===== config.mk =====
export PLATFORM = sky130hd
export DESIGN_NAME = muldiv_seq
export DESIGN_NICKNAME = d
export VERILOG_FILES = /design/src/rtl/muldiv_op_pkg.sv /design/src/rtl/muldiv_step.sv /design/src/rtl/muldiv_seq.sv
export SDC_FILE = /design/constraint.sdc
export NUM_CORES = 1
export LEC_CHECK = 0
export ABC_AREA = 0
export CAP_MARGIN = 20
export CORE_MARGIN = 1
export CORE_UTILIZATION = 56
export CTS_CLUSTER_SIZE = 24
export DETAILED_ROUTE_END_ITERATION = 16
export PLACE_DENSITY_LB_ADDON = 0.1
export SYNTH_ARGS = -nofsm -noshare
export SYNTH_HDL_FRONTEND = slang
export SYNTH_SLANG_ARGS = --single-unit

===== constraint.sdc =====
create_clock -name clk -period 7.7 [get_ports clk]
set_input_delay 1.925 -clock clk [delete_from_list [all_inputs] [get_ports clk]]
set_output_delay 1.925 -clock clk [all_outputs]
set_load 0.03 [all_outputs]

===== src/rtl/muldiv_op_pkg.sv =====
// Shared types and constants for the RV32M iterative multiply/divide unit.
package muldiv_op_pkg;

  localparam int unsigned MULDIV_XLEN = 32;

  // funct3 encoding of the M-extension operations
  typedef enum logic [2:0] {
    MUL    = 3'd0,
    MULH   = 3'd1,
    MULHSU = 3'd2,
    MULHU  = 3'd3,
    DIV    = 3'd4,
    DIVU   = 3'd5,
    REM    = 3'd6,
    REMU   = 3'd7
  } muldiv_op_t;

  typedef enum logic [2:0] {
    ST_IDLE = 3'd0,
    ST_PREP = 3'd1,
    ST_CALC = 3'd2,
    ST_FIX  = 3'd3,
    ST_DONE = 3'd4
  } muldiv_state_t;

  localparam logic [MULDIV_XLEN-1:0] MIN_INT  = {1'b1, {(MULDIV_XLEN-1){1'b0}}};
  localparam logic [MULDIV_XLEN-1:0] ALL_ONES = {MULDIV_XLEN{1'b1}};

  function automatic logic op_is_div(input muldiv_op_t op);
    return op[2];
  endfunction

endpackage


===== src/rtl/muldiv_step.sv =====
// One radix-2 iteration: shift-add multiply or restoring divide on a double-width accumulator.
module muldiv_step #(
  parameter int unsigned XLEN = 32
) (
  input  logic              div_mode,
  input  logic [2*XLEN-1:0] acc,
  input  logic [XLEN-1:0]   operand,
  output logic [2*XLEN-1:0] acc_nxt,
  output logic              q_bit
);

  logic [XLEN:0] add_sum;
  logic [XLEN:0] trial;

  always_comb begin
    add_sum = {1'b0, acc[2*XLEN-1:XLEN]} + (acc[0] ? {1'b0, operand} : {(XLEN+1){1'b0}});
    // Remainder shifted left by one with the next dividend bit, minus the divisor
    trial   = acc[2*XLEN-1:XLEN-1] - {1'b0, operand};
    q_bit   = 1'b0;
    acc_nxt = {add_sum, acc[XLEN-1:1]};
    if (div_mode) begin
      q_bit   = ~trial[XLEN];
      acc_nxt = {(q_bit ? trial[XLEN-1:0] : acc[2*XLEN-2:XLEN-1]), acc[XLEN-2:0], 1'b0};
    end
  end

endmodule


===== src/rtl/muldiv_seq.sv =====
// Iterative RV32M multiply/divide sequencer with valid/ready request and response handshakes.
module muldiv_seq
  import muldiv_op_pkg::*;
#(
  parameter int unsigned XLEN  = MULDIV_XLEN,
  parameter int unsigned CNT_W = 5
) (
  input  logic            clk,
  input  logic            rst_n,
  input  logic            req_valid,
  output logic            req_ready,
  input  muldiv_op_t      req_op,
  input  logic [XLEN-1:0] req_a,
  input  logic [XLEN-1:0] req_b,
  input  logic            kill,
  output logic            resp_valid,
  input  logic            resp_ready,
  output logic [XLEN-1:0] resp_data,
  output logic            busy
);

  muldiv_state_t     state_q, state_nxt;
  muldiv_op_t        op_q;
  logic [XLEN-1:0]   a_q, b_q, opnd_q;
  logic [2*XLEN-1:0] acc_q;
  logic [CNT_W-1:0]  cnt_q;
  logic              neg_q, rneg_q;

  logic              a_sgn, b_sgn, div_zero, div_ovf, special;
  logic [XLEN-1:0]   abs_a, abs_b, special_res, fix_res;
  logic [2*XLEN-1:0] prod, step_acc;
  logic [XLEN-1:0]   quo, rem;
  logic              step_q;
  logic              last_iter;

  muldiv_step #(.XLEN(XLEN)) u_step (
    .div_mode (op_is_div(op_q)),
    .acc      (acc_q),
    .operand  (opnd_q),
    .acc_nxt  (step_acc),
    .q_bit    (step_q)
  );

  // Operand conditioning and special-case detection for the PREP cycle
  always_comb begin
    a_sgn    = a_q[XLEN-1] & (op_q inside {MULH, MULHSU, DIV, REM});
    b_sgn    = b_q[XLEN-1] & (op_q inside {MULH, DIV, REM});
    abs_a    = a_sgn ? -a_q : a_q;
    abs_b    = b_sgn ? -b_q : b_q;
    div_zero = op_is_div(op_q) && (b_q == '0);
    div_ovf  = (op_q inside {DIV, REM}) && (a_q == MIN_INT) && (b_q == ALL_ONES);
    special  = div_zero | div_ovf;
    if (div_zero) special_res = op_q[1] ? a_q : ALL_ONES;
    else          special_res = op_q[1] ? '0 : MIN_INT;
  end

  // Sign correction and result selection for the FIX cycle
  always_comb begin
    prod = neg_q  ? -acc_q : acc_q;
    quo  = neg_q  ? -acc_q[XLEN-1:0] : acc_q[XLEN-1:0];
    rem  = rneg_q ? -acc_q[2*XLEN-1:XLEN] : acc_q[2*XLEN-1:XLEN];
    unique case (op_q)
      MUL:                  fix_res = acc_q[XLEN-1:0];
      MULH, MULHSU, MULHU:  fix_res = prod[2*XLEN-1:XLEN];
      DIV, DIVU:            fix_res = quo;
      default:              fix_res = rem;
    endcase
  end

  assign last_iter = (cnt_q == CNT_W'(XLEN-1));

  always_comb begin
    state_nxt = state_q;
    unique case (state_q)
      ST_IDLE: if (!kill && req_valid) state_nxt = ST_PREP;
      ST_PREP: state_nxt = kill ? ST_IDLE : (special ? ST_DONE : ST_CALC);
      ST_CALC: if (kill) state_nxt = ST_IDLE;
               else if (last_iter) state_nxt = ST_FIX;
      ST_FIX:  state_nxt = kill ? ST_IDLE : ST_DONE;
      ST_DONE: if (kill || resp_ready) state_nxt = ST_IDLE;
      default: state_nxt = ST_IDLE;
    endcase
  end

  always_ff @(posedge clk or negedge rst_n) begin
    if (!rst_n) begin
      state_q    <= ST_IDLE;
      req_ready  <= 1'b1;
      resp_valid <= 1'b0;
      busy       <= 1'b0;
      resp_data  <= '0;
      op_q       <= MUL;
      a_q        <= '0;
      b_q        <= '0;
      opnd_q     <= '0;
      acc_q      <= '0;
      cnt_q      <= '0;
      neg_q      <= 1'b0;
      rneg_q     <= 1'b0;
    end else begin
      state_q    <= state_nxt;
      req_ready  <= (state_nxt == ST_IDLE);
      resp_valid <= (state_nxt == ST_DONE);
      busy       <= (state_nxt != ST_IDLE);
      unique case (state_q)
        ST_IDLE: if (state_nxt == ST_PREP) begin
          op_q <= req_op;
          a_q  <= req_a;
          b_q  <= req_b;
        end
        ST_PREP: begin
          acc_q  <= {{XLEN{1'b0}}, abs_a};
          opnd_q <= abs_b;
          neg_q  <= a_sgn ^ b_sgn;
          rneg_q <= a_sgn;
          cnt_q  <= '0;
          if (state_nxt == ST_DONE) resp_data <= special_res;
        end
        ST_CALC: begin
          acc_q <= {step_acc[2*XLEN-1:1], step_acc[0] | step_q};
          cnt_q <= last_iter ? '0 : cnt_q + CNT_W'(1);
        end
        ST_FIX: if (state_nxt == ST_DONE) resp_data <= fix_res;
        default: ;
      endcase
    end
  end

endmodule


==> Flow_metrics.wiki <==
{| class="wikitable"
! Metric !! Value
|-
| Yosys warning total || 0
|-
| Post-detailed-routing wire length || 57,900 um
|-
| Count of instances resized after the clock tree is built || 0
|-
| Post-route ant nets || 0
|-
| Power density normalized to cell area || 435 mW/mm^2
|-
| Post-synthesis cell type count || 82
|-
| Overall overflow remaining after global route || 0
|-
| Hold path depth || 2
|-
| Register area || 0.00521 mm^2
|-
| Weighted congestion at the end of routability-driven global placement || 1.01
|-
| Number of rows in the core area || 63
|-
| Highest Clock Rate || 0.223 GHz
|-
| Critical path arrival || 4890 ps
|-
| Total negative setup slack || 0 ps
|-
| First-pass DRT Iterations || 8
|-
| Net Count, Synth || 2,223
|-
| Post-CTS clock slew at the launch and capture registers of the worst setup and hold paths || 60 ps
|-
| Largest buffer count on any clock path || 3
|-
| NumNets Final || 2,229
|-
| Number of failing hold endpoints at the final stage || 0
|-
| Pins over their slew limit || 0
|-
| Register area share after synthesis || 30.7%
|-
| Fraction of layout cells with a size suffix above 1 || 8.56%
|-
| Antenna violations before repair || 0
|-
| Switching power share of the total || 50.5%
|-
| Prevailing post-synth register cell || dfrtp_1
|-
| Die boundary width || 176 um
|-
| Total clock buffers created by CTS || 24
|-
| Maximum net fanout on the critical path || 21
|-
| Core outline area || 0.0297 mm^2
|-
| # DRC || 0
|-
| Total track usage || 37.0%
|-
| Number of global-route vias before repair || 15,435
|-
| Leading post-synthesis cells by cell area || dfrtp_1, o21ai_0, ha_1
|-
| Area of combinational cells with multiple inputs || 0.0109 mm^2
|-
| Post-layout min period || 4490 ps
|-
| Number of placed I/O pins || 107
|-
| Starting utilization of the core area || 57.1%
|-
| Count of buffers inserted at the top-level ports || 106
|-
| Sequential share of power || 27.2%
|-
| Register-to-Register Setup Slack || 3210 ps
|-
| Layout filler cell count || 2,553
|-
| Clock tree from TritonCTS || done
|-
| Startpoint class of the critical path || flop
|-
| Die footprint || 0.0310 mm^2
|-
| Startpoint of the most critical register-to-register path || acc_q[31]
|-
| Worst Path Class, Setup || reg -> reg
|-
| Reg2reg end || acc_q[37]
|-
| Worst Hold End || resp_data[2]
|-
| Critical path data required time || 8100 ps
|-
| Pin count of the biggest net entering global routing || 88
|-
| Minimum hold slack || 475 ps
|-
| DR WL/cell || 23.2 um
|-
| Number of enable flip-flop cells after synthesis || 0
|-
| Final setup violation count || 0
|-
| Worst vdd rail ir drop || 0.213 mV
|-
| Final period utilization || 58.3%
|-
| Class of the most critical hold timing path || reg -> reg
|-
| Placed wire-length estimate after detailed placement || 41,500 um
|-
| Max-cap check violation count || 0
|-
| Clk pwr share || 14.8%
|-
| Leading cell type in the layout, fill and taps excluded || o21ai_0
|-
| Global-route wire length before repair || 89,000 um
|-
| Area delta synth->final || 12.2%
|-
| Quantity of hold-fixing buffers added after cts || 0
|-
| Top library cells by usage in the layout, fill and taps aside || o21ai_0, nand2_1, dfrtp_1
|-
| Worst-case clock skew || 14.2 ps
|-
| Fraction of synthesis flops using an asynchronous set or reset pin || 100%
|-
| Slew at the pin closest to its max-slew limit || 1090 ps
|-
| CTS Root Buffer Type || clkbuf_16
|-
| Share of the synthesized area in the top cell type || 30.5%
|-
| Iteration-0 DRC count of the detailed router || 2,149
|-
| Cell type with the highest aggregate area in the netlist || dfrtp_1
|-
| Number of buffers added for setup after CTS || 0
|-
| Average via count per standard cell || 6.68
|-
| Internal cell power || 4.10 mW
|-
| Cell leakage power || 7.94 nW
|-
| Post-Synthesis Cells || 2,078
|-
| Worst Setup End Kind || flop
|-
| Insertion delay to the later sink of the worst-skew pair || 560 ps
|-
| Area of the mapped netlist || 0.0170 mm^2
|-
| Switching pwr || 4.18 mW
|-
| Tightest slew margin relative to the limit || 27.2%
|-
| Share of power burned in combinational logic || 58.0%
|-
| Hold path startpoint || resp_data[2]
|-
| Run status || completed
|-
| Unrepaired setup endpoints after global routing || false
|-
| Sum of internal, switching and leakage power || 8.29 mW
|-
| Post-synthesis register bit count || 208
|-
| Number of vias in the routed layout || 16,658
|-
| Cell count of the worst reg-to-reg path || 14
|-
| Count of inserted antenna diode cells || 0
|-
| Post-Synthesis Mean Instance Area || 8.17 um^2
|-
| Clock H-tree levels || 1
|-
| Die boundary height || 176 um
|-
| Number of sinks driven by the clock tree || 208
|}
## sequential cells by signal, summed over array words and instances (netlist names), 3 cells and up
name       cells
resp_data     32
state_q        3
cnt_q          5
a_q           32
op_q           3
acc_q         64
opnd_q        32
b_q           32
## worst max-delay path: stages (launching register included)
cell	delay (ps)
dfrtp_1	500
inv_1	110
ha_1	160
inv_1	60
fa_1	420
a211oi_1	330
o211ai_1	260
a22oi_1	310
a211oi_1	250
a41oi_1	520
and2_1	430
buf_4	360
mux2_2	390
a21oi_1	140
o21ai_0	100
## stage by stage
| stage | cells | setup slack (ps) | instance area, um^2 | utilization [%] |
|---|---|---|---|---|
| floorplan | 2078 | 4210 | 17000 | - |
| global placement | 2445 | 3290 | 18100 | 61.1 |
| detailed placement | 2445 | 3280 | 18100 | 61.1 |
| CTS | 2489 | 3280 | 19000 | 63.9 |
| global route | 2492 | 2940 | 19100 | 64.1 |
| finish | 2492 | 3210 | 19100 | 64.1 |
## routing by layer
| layer | routed length (um) | global-route usage, % |
|---|---|---|
| met5 | 0 | 0 |
| met4 | 2000 | 12.2 |
| met3 | 7340 | 10.6 |
| met2 | 23400 | 51.1 |
| met1 | 25200 | 54.7 |
## worst max path at each step
stage                          from             to  slack, ps  cells after the start
after detailed placement     a_q[1]  resp_data[20]       3280                      9
after floorplan                kill        a_q[10]       4210                      6
final                     acc_q[31]      acc_q[37]       3210                     14
after CTS                 acc_q[31]      acc_q[39]       3280                     14
after global placement    acc_q[31]      acc_q[37]       3290                     14
after global routing      acc_q[31]      acc_q[39]       2940                     14
## cell usage after synthesis (7+ instances only)
cell / n
o21a_1: 16
nor2_1: 152
o221ai_1: 17
inv_1: 79
and2_1: 7
o41ai_1: 14
xnor2_1: 90
a22oi_1: 15
o21ai_0: 220
o22ai_1: 10
xor2_1: 86
nand2_1: 207
nand4_1: 24
or4_1: 20
mux2_2: 68
buf_1: 8
a221oi_1: 8
o211ai_1: 40
a211oi_1: 22
nor3_1: 40
a21o_1: 35
mux2i_1: 46
a21oi_1: 138
nor4_1: 16
or2_2: 16
a31oi_1: 22
nand3_1: 43
nand2b_1: 18
or3_1: 22
dfrtp_1: 207
nor2b_1: 11
clkbuf_1: 137
o31ai_1: 32
a22o_1: 9
a211o_1: 7
ha_1: 71
## cell type report
class	count	area share, %
Clock inverter	15	0.939
Timing Repair Buffer	129	6.67
Clock buffer	29	3.51
Tap cell	390	2.56
Inverter	80	1.58
Multi-Input combinational cell	1641	57.4
Sequential cell	208	27.3
## cell families (layout without fill, tap and decap cells)
kind of cell	after synthesis	after routing	share of synthesized area (%)
AO/OA/AOI/OAI	665	665	25.0
AND/OR/NAND/NOR	612	612	17.4
buffers and inverters	229	253	5.13
flip-flops	208	208	30.7
XOR/XNOR	176	176	9.08
multiplexers	115	115	7.29
adder cells (fa/ha/maj)	73	73	5.47
## power groups by stage
stage	combinational, mW	sequential [mW]	clock (mW)
2_1_floorplan	3.67	1.85	0
3_3_place_gp	4.59	2.21	0
3_5_place_dp	4.64	2.23	0
4_1_cts	4.67	2.21	1.24
5_1_grt	5.22	2.29	1.27
6_report	4.80	2.26	1.23
(Power assumes the default switching activity.)
